**src/rtl/sha2_msg_sched_dual_if.sv**
```systemverilog
// Word-stream bundle for the SHA-2 message schedule.
// slave = schedule side, master = padder/round-core side.
interface sha2_msg_sched_dual_if #(
  parameter int ROUND_W = 7
);
  logic               in_valid;
  logic               in_ready;
  logic [63:0]        data_in;
  logic               out_valid;
  logic               out_ready;
  logic [63:0]        data_out;
  logic [ROUND_W-1:0] round;
  logic               last;

  modport slave (
    input  in_valid, data_in, out_ready,
    output in_ready, out_valid, data_out,
    output round, last
  );

  modport master (
    output in_valid, data_in, out_ready,
    input  in_ready, out_valid, data_out,
    input  round, last
  );
endinterface

```
**src/rtl/sha2_msg_sched_dual.sv**
```systemverilog
// SHA-256/512 message schedule: loads 16 words, emits W[0..N-1].
// Ports: clk, rst (async low), start, mode, abort, busy, bus (slave).
// SHA2_MS_SHA512_EN enables the 64-bit / 80-round datapath.
module sha2_msg_sched_dual #(
  parameter int ROUNDS_256 = 64,
  parameter int ROUNDS_512 = 80,
  parameter int ROUND_W    = 7
) (
  input  logic clk,
  input  logic rst,
  input  logic start,
  input  logic mode,
  input  logic abort,
  output logic busy,
  sha2_msg_sched_dual_if.slave bus
);

`ifdef SHA2_MS_SHA512_EN
  localparam int DW    = 64;
  localparam bit EN512 = 1'b1;
`else
  localparam int DW    = 32;
  localparam bit EN512 = 1'b0;
`endif

  localparam logic [1:0] S_IDLE = 2'd0;
  localparam logic [1:0] S_LOAD = 2'd1;
  localparam logic [1:0] S_EXP  = 2'd2;

  logic [1:0]         state_q, state_d;
  logic               mode_q, mode_d;
  logic [3:0]         cnt_q, cnt_d;
  logic [ROUND_W-1:0] round_q, round_d;
  logic [DW-1:0]      mem_q [16];
  logic [DW-1:0]      din_w, nw_w;
  logic [ROUND_W-1:0] rlast_w;
  logic               ld_w, sh_w, mode_e;
  logic               is_idle, is_load, is_exp;

  function automatic logic [31:0] s0_32(input logic [31:0] x);
    return {x[6:0], x[31:7]} ^ {x[17:0], x[31:18]} ^ (x >> 3);
  endfunction

  function automatic logic [31:0] s1_32(input logic [31:0] x);
    return {x[16:0], x[31:17]} ^ {x[18:0], x[31:19]} ^ (x >> 10);
  endfunction

`ifdef SHA2_MS_SHA512_EN
  function automatic logic [63:0] s0_64(input logic [63:0] x);
    return {x[0], x[63:1]} ^ {x[7:0], x[63:8]} ^ (x >> 7);
  endfunction

  function automatic logic [63:0] s1_64(input logic [63:0] x);
    return {x[18:0], x[63:19]} ^ {x[60:0], x[63:61]} ^ (x >> 6);
  endfunction

  logic [31:0] w32_w;
  logic [63:0] w64_w;

  always_comb begin
    w32_w = s0_32(mem_q[1][31:0]) + s1_32(mem_q[14][31:0])
          + mem_q[0][31:0] + mem_q[9][31:0];
    w64_w = s0_64(mem_q[1]) + s1_64(mem_q[14])
          + mem_q[0] + mem_q[9];
    nw_w  = mode_e ? w64_w : {32'd0, w32_w};
    din_w = mode_e ? bus.data_in
                   : {32'd0, bus.data_in[31:0]};
  end
`else
  logic unused_hi;
  assign unused_hi = ^bus.data_in[63:32];
  assign nw_w  = s0_32(mem_q[1]) + s1_32(mem_q[14])
               + mem_q[0] + mem_q[9];
  assign din_w = bus.data_in[31:0];
`endif

  // Mode can only take effect when the wide datapath exists.
  assign mode_e  = mode_q & EN512;
  assign rlast_w = mode_e ? ROUND_W'(ROUNDS_512 - 1)
                          : ROUND_W'(ROUNDS_256 - 1);

  assign is_idle = (state_q == S_IDLE);
  assign is_load = (state_q == S_LOAD);
  assign is_exp  = (state_q == S_EXP);

  always_comb begin
    state_d = state_q;
    mode_d  = mode_q;
    cnt_d   = cnt_q;
    round_d = round_q;
    ld_w    = 1'b0;
    sh_w    = 1'b0;
    if (abort) begin
      state_d = S_IDLE;
      cnt_d   = '0;
      round_d = '0;
    end else begin
      unique case (1'b1)
        is_idle: begin
          if (start) begin
            state_d = S_LOAD;
            mode_d  = mode;
            cnt_d   = '0;
          end
        end
        is_load: begin
          if (bus.in_valid) begin
            ld_w  = 1'b1;
            cnt_d = cnt_q + 4'd1;
            if (cnt_q == 4'd15) begin
              state_d = S_EXP;
              round_d = '0;
            end
          end
        end
        is_exp: begin
          if (bus.out_ready) begin
            sh_w = 1'b1;
            if (round_q == rlast_w) begin
              state_d = S_IDLE;
              round_d = '0;
            end else begin
              round_d = round_q + ROUND_W'(1);
            end
          end
        end
        default: state_d = S_IDLE;
      endcase
    end
  end

  always_ff @(posedge clk or negedge rst) begin
    if (!rst) begin
      state_q <= S_IDLE;
      mode_q  <= 1'b0;
      cnt_q   <= '0;
      round_q <= '0;
      for (int i = 0; i < 16; i++) mem_q[i] <= '0;
    end else begin
      state_q <= state_d;
      mode_q  <= mode_d;
      cnt_q   <= cnt_d;
      round_q <= round_d;
      if (ld_w || sh_w) begin
        for (int i = 0; i < 15; i++) mem_q[i] <= mem_q[i+1];
        mem_q[15] <= ld_w ? din_w : nw_w;
      end
    end
  end

  assign bus.in_ready  = is_load;
  assign bus.out_valid = is_exp;
  assign bus.data_out  = is_exp ? 64'(mem_q[0]) : 64'd0;
  assign bus.round     = round_q;
  assign bus.last      = is_exp && (round_q == rlast_w);
  assign busy          = !is_idle;

endmodule

```
**src/flat_wrapper.sv**
```systemverilog
// flat-port wrapper written by rule: the top's interface ports become plain ports
module sha2_msg_sched_dual_flat 
#(
  parameter int ROUNDS_256 = 64,
  parameter int ROUNDS_512 = 80,
  parameter int ROUND_W    = 7
)
  (clk, rst, start, mode, abort, busy, bus_in_valid, bus_data_in, bus_out_ready, bus_in_ready, bus_out_valid, bus_data_out, bus_round, bus_last);
  sha2_msg_sched_dual_if #(.ROUND_W(ROUND_W)) bus_i ();
  input  logic clk;
  input  logic rst;
  input  logic start;
  input  logic mode;
  input  logic abort;
  output logic busy;
  input wire logic [$bits(bus_i.in_valid)-1:0] bus_in_valid;
  input wire logic [$bits(bus_i.data_in)-1:0] bus_data_in;
  input wire logic [$bits(bus_i.out_ready)-1:0] bus_out_ready;
  output wire logic [$bits(bus_i.in_ready)-1:0] bus_in_ready;
  output wire logic [$bits(bus_i.out_valid)-1:0] bus_out_valid;
  output wire logic [$bits(bus_i.data_out)-1:0] bus_data_out;
  output wire logic [$bits(bus_i.round)-1:0] bus_round;
  output wire logic [$bits(bus_i.last)-1:0] bus_last;
  assign bus_i.in_valid = bus_in_valid;
  assign bus_i.data_in = bus_data_in;
  assign bus_i.out_ready = bus_out_ready;
  assign bus_in_ready = bus_i.in_ready;
  assign bus_out_valid = bus_i.out_valid;
  assign bus_data_out = bus_i.data_out;
  assign bus_round = bus_i.round;
  assign bus_last = bus_i.last;
  sha2_msg_sched_dual #(.ROUNDS_256(ROUNDS_256), .ROUNDS_512(ROUNDS_512), .ROUND_W(ROUND_W)) u_core (.clk(clk), .rst(rst), .start(start), .mode(mode), .abort(abort), .busy(busy), .bus(bus_i));
endmodule
```
**config.mk**
```make
export PLATFORM = sky130hd
export DESIGN_NAME = sha2_msg_sched_dual_flat
export DESIGN_NICKNAME = d
export VERILOG_FILES = /design/src/rtl/sha2_msg_sched_dual_if.sv /design/src/rtl/sha2_msg_sched_dual.sv /design/src/flat_wrapper.sv
export SDC_FILE = /design/constraint.sdc
export NUM_CORES = 1
export LEC_CHECK = 0
export CAP_MARGIN = 20
export CORE_UTILIZATION = 34
export CTS_BUF_LIST = sky130_fd_sc_hd__clkbuf_16
export CTS_CLUSTER_SIZE = 40
export DETAILED_ROUTE_END_ITERATION = 8
export MAX_ROUTING_LAYER = met4
export SETUP_SLACK_MARGIN = 0.15
export SYNTH_ARGS = -nofsm -noshare
export SYNTH_HDL_FRONTEND = slang
export SYNTH_SLANG_ARGS = --single-unit
```
**constraint.sdc**
```tcl
create_clock -name clk -period 11.2 [get_ports clk]
set_input_delay 3.36 -clock clk [delete_from_list [all_inputs] [get_ports clk]]
set_output_delay 3.36 -clock clk [all_outputs]
set_load 0.005 [all_outputs]
```
Word level (Yosys, flattened, before mapping)
Index checks and enable logic that the tools add are counted.
- add/sub/neg operators: 5
- eq/ne operators: 9
- muxes and demuxes: 25
- bitwise logic cells: 4
- reduce and logical (&&, ||, !) cells: 9
- operators by type and width (kind ; count):
    adder 32 bit ; 3
    2-to-1 mux 32 bit ; 2
    bitwise XOR 32 bit ; 2
    2-to-1 mux 7 bit ; 5
    bitwise XOR 32 x 22 -> 32 bit ; 1
    bitwise XOR 32 x 29 -> 32 bit ; 1
    one-hot mux 7 bit (2 select lines) ; 1
    2-to-1 mux 2 bit ; 6
    2-to-1 mux 4 bit ; 3
    inequality test 3 bit (second input constant) ; 4
    one-hot mux 4 bit (2 select lines) ; 1
    adder 7 x 1 -> 7 bit (second input constant) ; 1
    equality test 7 x 6 -> 1 bit (second input constant) ; 1
    2-to-1 mux 1 bit ; 6
    one-hot mux 2 bit (3 select lines) ; 1
    nonzero test 3 bit ; 2
    AND reduction 5 bit ; 1
    adder 4 x 1 -> 4 bit (second input constant) ; 1
    equality test 4 bit (second input constant) ; 1
    AND reduction 4 bit ; 1
    inequality test 3 x 2 -> 1 bit (second input constant) ; 1
    AND reduction 3 bit ; 1
    equality test 2 x 1 -> 1 bit (second input constant) ; 1
    equality test 2 bit (second input constant) ; 1
    other kinds (4) ; 4
- flip-flop bits (word level): 525
- output and inout bits: 75
- word-level logic and storage cells: 71

Depth between registers and ports, before layout
- word-level depth: 6
- mapped depth: 17
- gate-level depth less buffers: 16

Worst setup path after synthesis
No wires, ideal clock.
- path kind: in2reg
- start point: input abort
- end point: register u_core.mem_q[28] in the netlist's numbering
- library setup time: 95 ps
- arrival: 4576 ps
- slack: 6529 ps
- stages: 7
- buffers on the path: 3
- cell sequence: clkbuf_1 nor2_1 nor2_1 buf_2 buf_1 a22oi_1 o31ai_1
- word-level cells in the longest chain between the ends: 2
- elaborated cells between the ends (all ways): 4
- those cells by class: mux: 3; reduce/logical: 1
- ends and longest elaborated chain (item ; line ; RTL):
    from (decl) ; flat_wrapper.sv:14 ; input logic abort;
    2-to-1 mux 1 bit ; sha2_msg_sched_dual.sv:93 ; if (abort) begin
    2-to-1 mux 32 bit / logical OR 1 bit (equally long branches) ; sha2_msg_sched_dual.sv:146, sha2_msg_sched_dual.sv:144 ;
    to (decl) ; sha2_msg_sched_dual.sv:34 ; logic [DW-1:0] mem_q [16];
Parallel ways exist; a longest one is shown, timed or not.
A chain may end at the register's enable or synchronous reset.

Worst setup path in the final report
- start point: register u_core.state_q[0]
- end point: output bus_data_out[30]
- word-level cells in the longest chain between the ends: 2
- ends and longest elaborated chain (item ; line ; RTL):
    from (decl) ; sha2_msg_sched_dual.sv:30 ; logic [1:0] state_q, state_d;
    from (signal assigned) ; sha2_msg_sched_dual.sv:140 ; state_q <= state_d;
    equality test 2 bit ; sha2_msg_sched_dual.sv:84 ; assign is_exp = (state_q == S_EXP);
    2-to-1 mux 32 bit ; sha2_msg_sched_dual.sv:153 ; assign bus.data_out = is_exp ? 64'(mem_q[0]) : 64'd0;
    to (decl) ; flat_wrapper.sv:21 ; output wire logic [$bits(bus_i.data_out)-1:0] bus_data_out;
Every way passes these cells.

==> results.md <==
* Tcrit/Tclk final at 51.8%
* Fraction of layout cells with a size suffix above 1 at approximately 3.6%
* Routability congestion estimate at ~0.91
* CP arrival at ~2.4 ns
* Max-slew headroom at 26.3%
* Post-synthesis sequential area ratio at between 50% and 60%
* Synth Area in Compound Gates at ~5.2%
* CTS sink cnt at 525
* TritonCTS Buffers at 53
* Post-route minimum period at between 5 and 6 ns
* Mean Syn Cell Area at 8.63 sq um
* Post-Syn Instances at between 2,000 and 3,000
* DR vias/cell at between 4 and 5
* Multi-input gate area at between 0.01 and 0.015 sq mm
* Die area at around 0.075 sq mm
* Adder-cell share of the synthesized area at approximately 6.6%
* Core Region at between 0.07 and 0.08 sq mm
* Mux cell area share after synthesis at less than 1%
* H-tree depth at 2
* Post-CTS Setup Inserts at 0
* # fillers at between 7,000 and 8,000
* I/O Pins at between 100 and 150
* Lkg Pwr at 0.0147 uW
* Vias in the first global route at approximately 17,000
* CTS max path bufs at 3
* Worst Path Required at ~8 ns
* CTS Root Cell: clkbuf_16
* Pwr dens at approximately 200 mW/mm^2
* Mapped cell area at ~0.025 sq mm
* Diodes inserted at 0
* # setup viols final at 0
* Simple-Gate Fraction of Synth Area at 24.3%
* Critical path capture point type: primary output
* Max-cap violation count at 0
* Post-DP HPWL at between 40 and 50 mm
* Worst Setup SP: u_core.state_q[0]
* # port buffers at 80
* Syn. warnings at 0
* Worst reg2reg startpoint: u_core.mem_q[50]
* Outcome: finished, final reports clean
* Hold Violations, Final at 0
* DR iter-0 viols at around 1,700
* Number of flops mapped to enable cells by yosys at 0
* Antenna violations before repair at 0
* Clock Skew at 0.0354 ns
* CP max FO at 8
* CTS tree: done
* XOR/XNOR share of the synthesized area at between 4 and 5%
* Largest family of logic cells by synthesized area: simple AND/OR/NAND/NOR gates
* Worst Tran Pin Value at 1.11 ns
* Largest net degree at the start of global routing at approximately 230
* Clock Pin Slew Worst Setup and Hold Paths at ~0.060 ns
* Post-cts sizing count at 0
* Yosys reg bits at between 500 and 600
* Total Power at roughly 5600 uW
* Chip Width at approximately 270 um
* Area delta synth->final at 11.2%
* Commonest non-fill, non-tap cell in the layout: nand2_1
* First-pass GRT wire length at just under 100 mm
* WS Path Type: reg -> out
* Starting Density at between 30% and 40%
* Worst setup SP type: register
* Rows at 99
* Primary FF master, synth: dfrtp_1
* Nets@finish at roughly 3,000
* Distinct cell type count after synthesis at between 60 and 70
* FF/Latch Area at between 0.01 and 0.015 sq mm
* GRT overflow at 0
* Via Count at around 18,000
* VDD IR max at between 0.1 and 0.15 mV
* RSZ-0062 raised after global routing: false
* Worst Hold Class: reg -> reg
* Routed length per instance at 15.6 um
* Hold-fix buffers, CTS at 0
* Die Y at roughly 270 um
* DRC at 0
* Worst skew pair latency at around 0.62 ns
* Fmax achieved at 172 MHz
* Post-route antenna net violation count at 0
* FFs w/ async S/R, synth at 100%
* Pre-antenna DRT Iters at 6
* Most frequent cells in the layout: nand2_1, dfrtp_1, inv_1
* Min-delay src: u_core.mem_q[377]
* Setup tns final at 0 ns
* Final wirelength at 60.5 mm
* GRT Overall Usage at ~17%
* Max-slew violation count at 0
report_power, final:
part           leakage [uW]  total, uW  internal (uW)  switching (uW)
combinational       0.00678       1560            596             962
sequential          0.00713       2420           2160             259
clock              0.000806       1620            877             743
total                0.0147       5600           3640            1960
flip-flops by register name (all words and copies together) (netlist names):
signal / cells
u_core.bus.round: 7
u_core.cnt_q: 4
u_core.state_q: 2
u_core.mem_q: 512
cells by family after synthesis:
logic type,after synthesis
fa+ha+maj,95
simple gates,1577
mux,3
flops,525
buf+inv,356
compound gates,206
other cells,1
xor+xnor,139
through the flow:
step / cell area [sq um] / std cells / util [%] / hold WS [ns] / setup slack (ns)
2_1_floorplan: 25200 / 2933 / - / 0.438 / 6.53
3_3_place_gp: 26300 / 3778 / 36.1 / 0.446 / 4.98
3_5_place_dp: 26300 / 3778 / 36.1 / 0.448 / 4.97
4_1_cts: 27900 / 3869 / 38.2 / 0.452 / 5.36
5_1_grt: 27900 / 3870 / 38.2 / 0.479 / 5.27
6_report: 27900 / 3870 / 38.2 / 0.445 / 5.40
worst max-delay path, stage by stage, from the launching register on:
cell and delay, ns:
dfrtp_1 0.43, nand2b_1 0.18, inv_1 0.33, and2_1 0.33, clkdlybuf4s50_1 0.54
metal layers:
metal	GRT usage [%]	part of all wire (%)	up-vias
li1	-	-	8748
met1	24.5	49	8704
met2	24.6	44	340
met3	2.61	5.4	82
met4	3.87	1.8	0
met5	-	0	-
area by class of cell:
cell class / count / area share, %
clock inverters: 38 / 0.777
well taps: 959 / 4.31
flip-flops and latches: 525 / 47.2
repair buffers: 97 / 3.52
inverters: 146 / 1.97
clock buffers: 53 / 4.76
multi-input cells: 2052 / 37.5
synthesized netlist by cell type (all sizes together) (2+ instances only):
master,count,area [sq um]
buf,139,781
clkbuf,71,267
nor2b,5,31.3
o21bai,4,30.0
dfrtp,525,13100
a21oi,44,246
fa,62,1240
o21ai,81,409
mux2i,3,30.0
xnor2,118,1030
or3,4,25.0
a211o,3,26.3
a21o,14,105
nor3,14,91.3
a211oi,6,57.6
nand3,11,55.1
a31oi,12,90.1
and2,6,37.5
o31ai,4,30.0
or2,3,18.8
nor3b,4,30.0
nor4,4,31.3
nand2,1438,5400
and3,2,12.5
o31a,2,17.5
a21boi,2,15.0
a22oi,10,75.1
inv,146,548
ha,33,413
o211ai,2,15.0
o22ai,2,12.5
nand2b,4,25.0
o21a,6,45.0
nand4,6,37.5
a221oi,4,35.0
nor2,73,274
xor2,21,184
worst paths after layout:
| kind | endpoint | slack, ns | cells past startpoint |
|---|---|---|---|
| max | bus_data_out[30] | 5.40 | 4 |
| min | u_core.mem_q[409] | 0.45 | 2 |
| max reg2reg | u_core.mem_q[21] | 6.59 | 16 |
| min reg2reg | u_core.mem_q[409] | 0.45 | 2 |
| max in group asynchronous | u_core.mem_q[311] | 6.87 | 2 |
| min in group asynchronous | u_core.mem_q[359] | 2.76 | 1 |
Note: power is estimated with default switching activity, not from simulation.
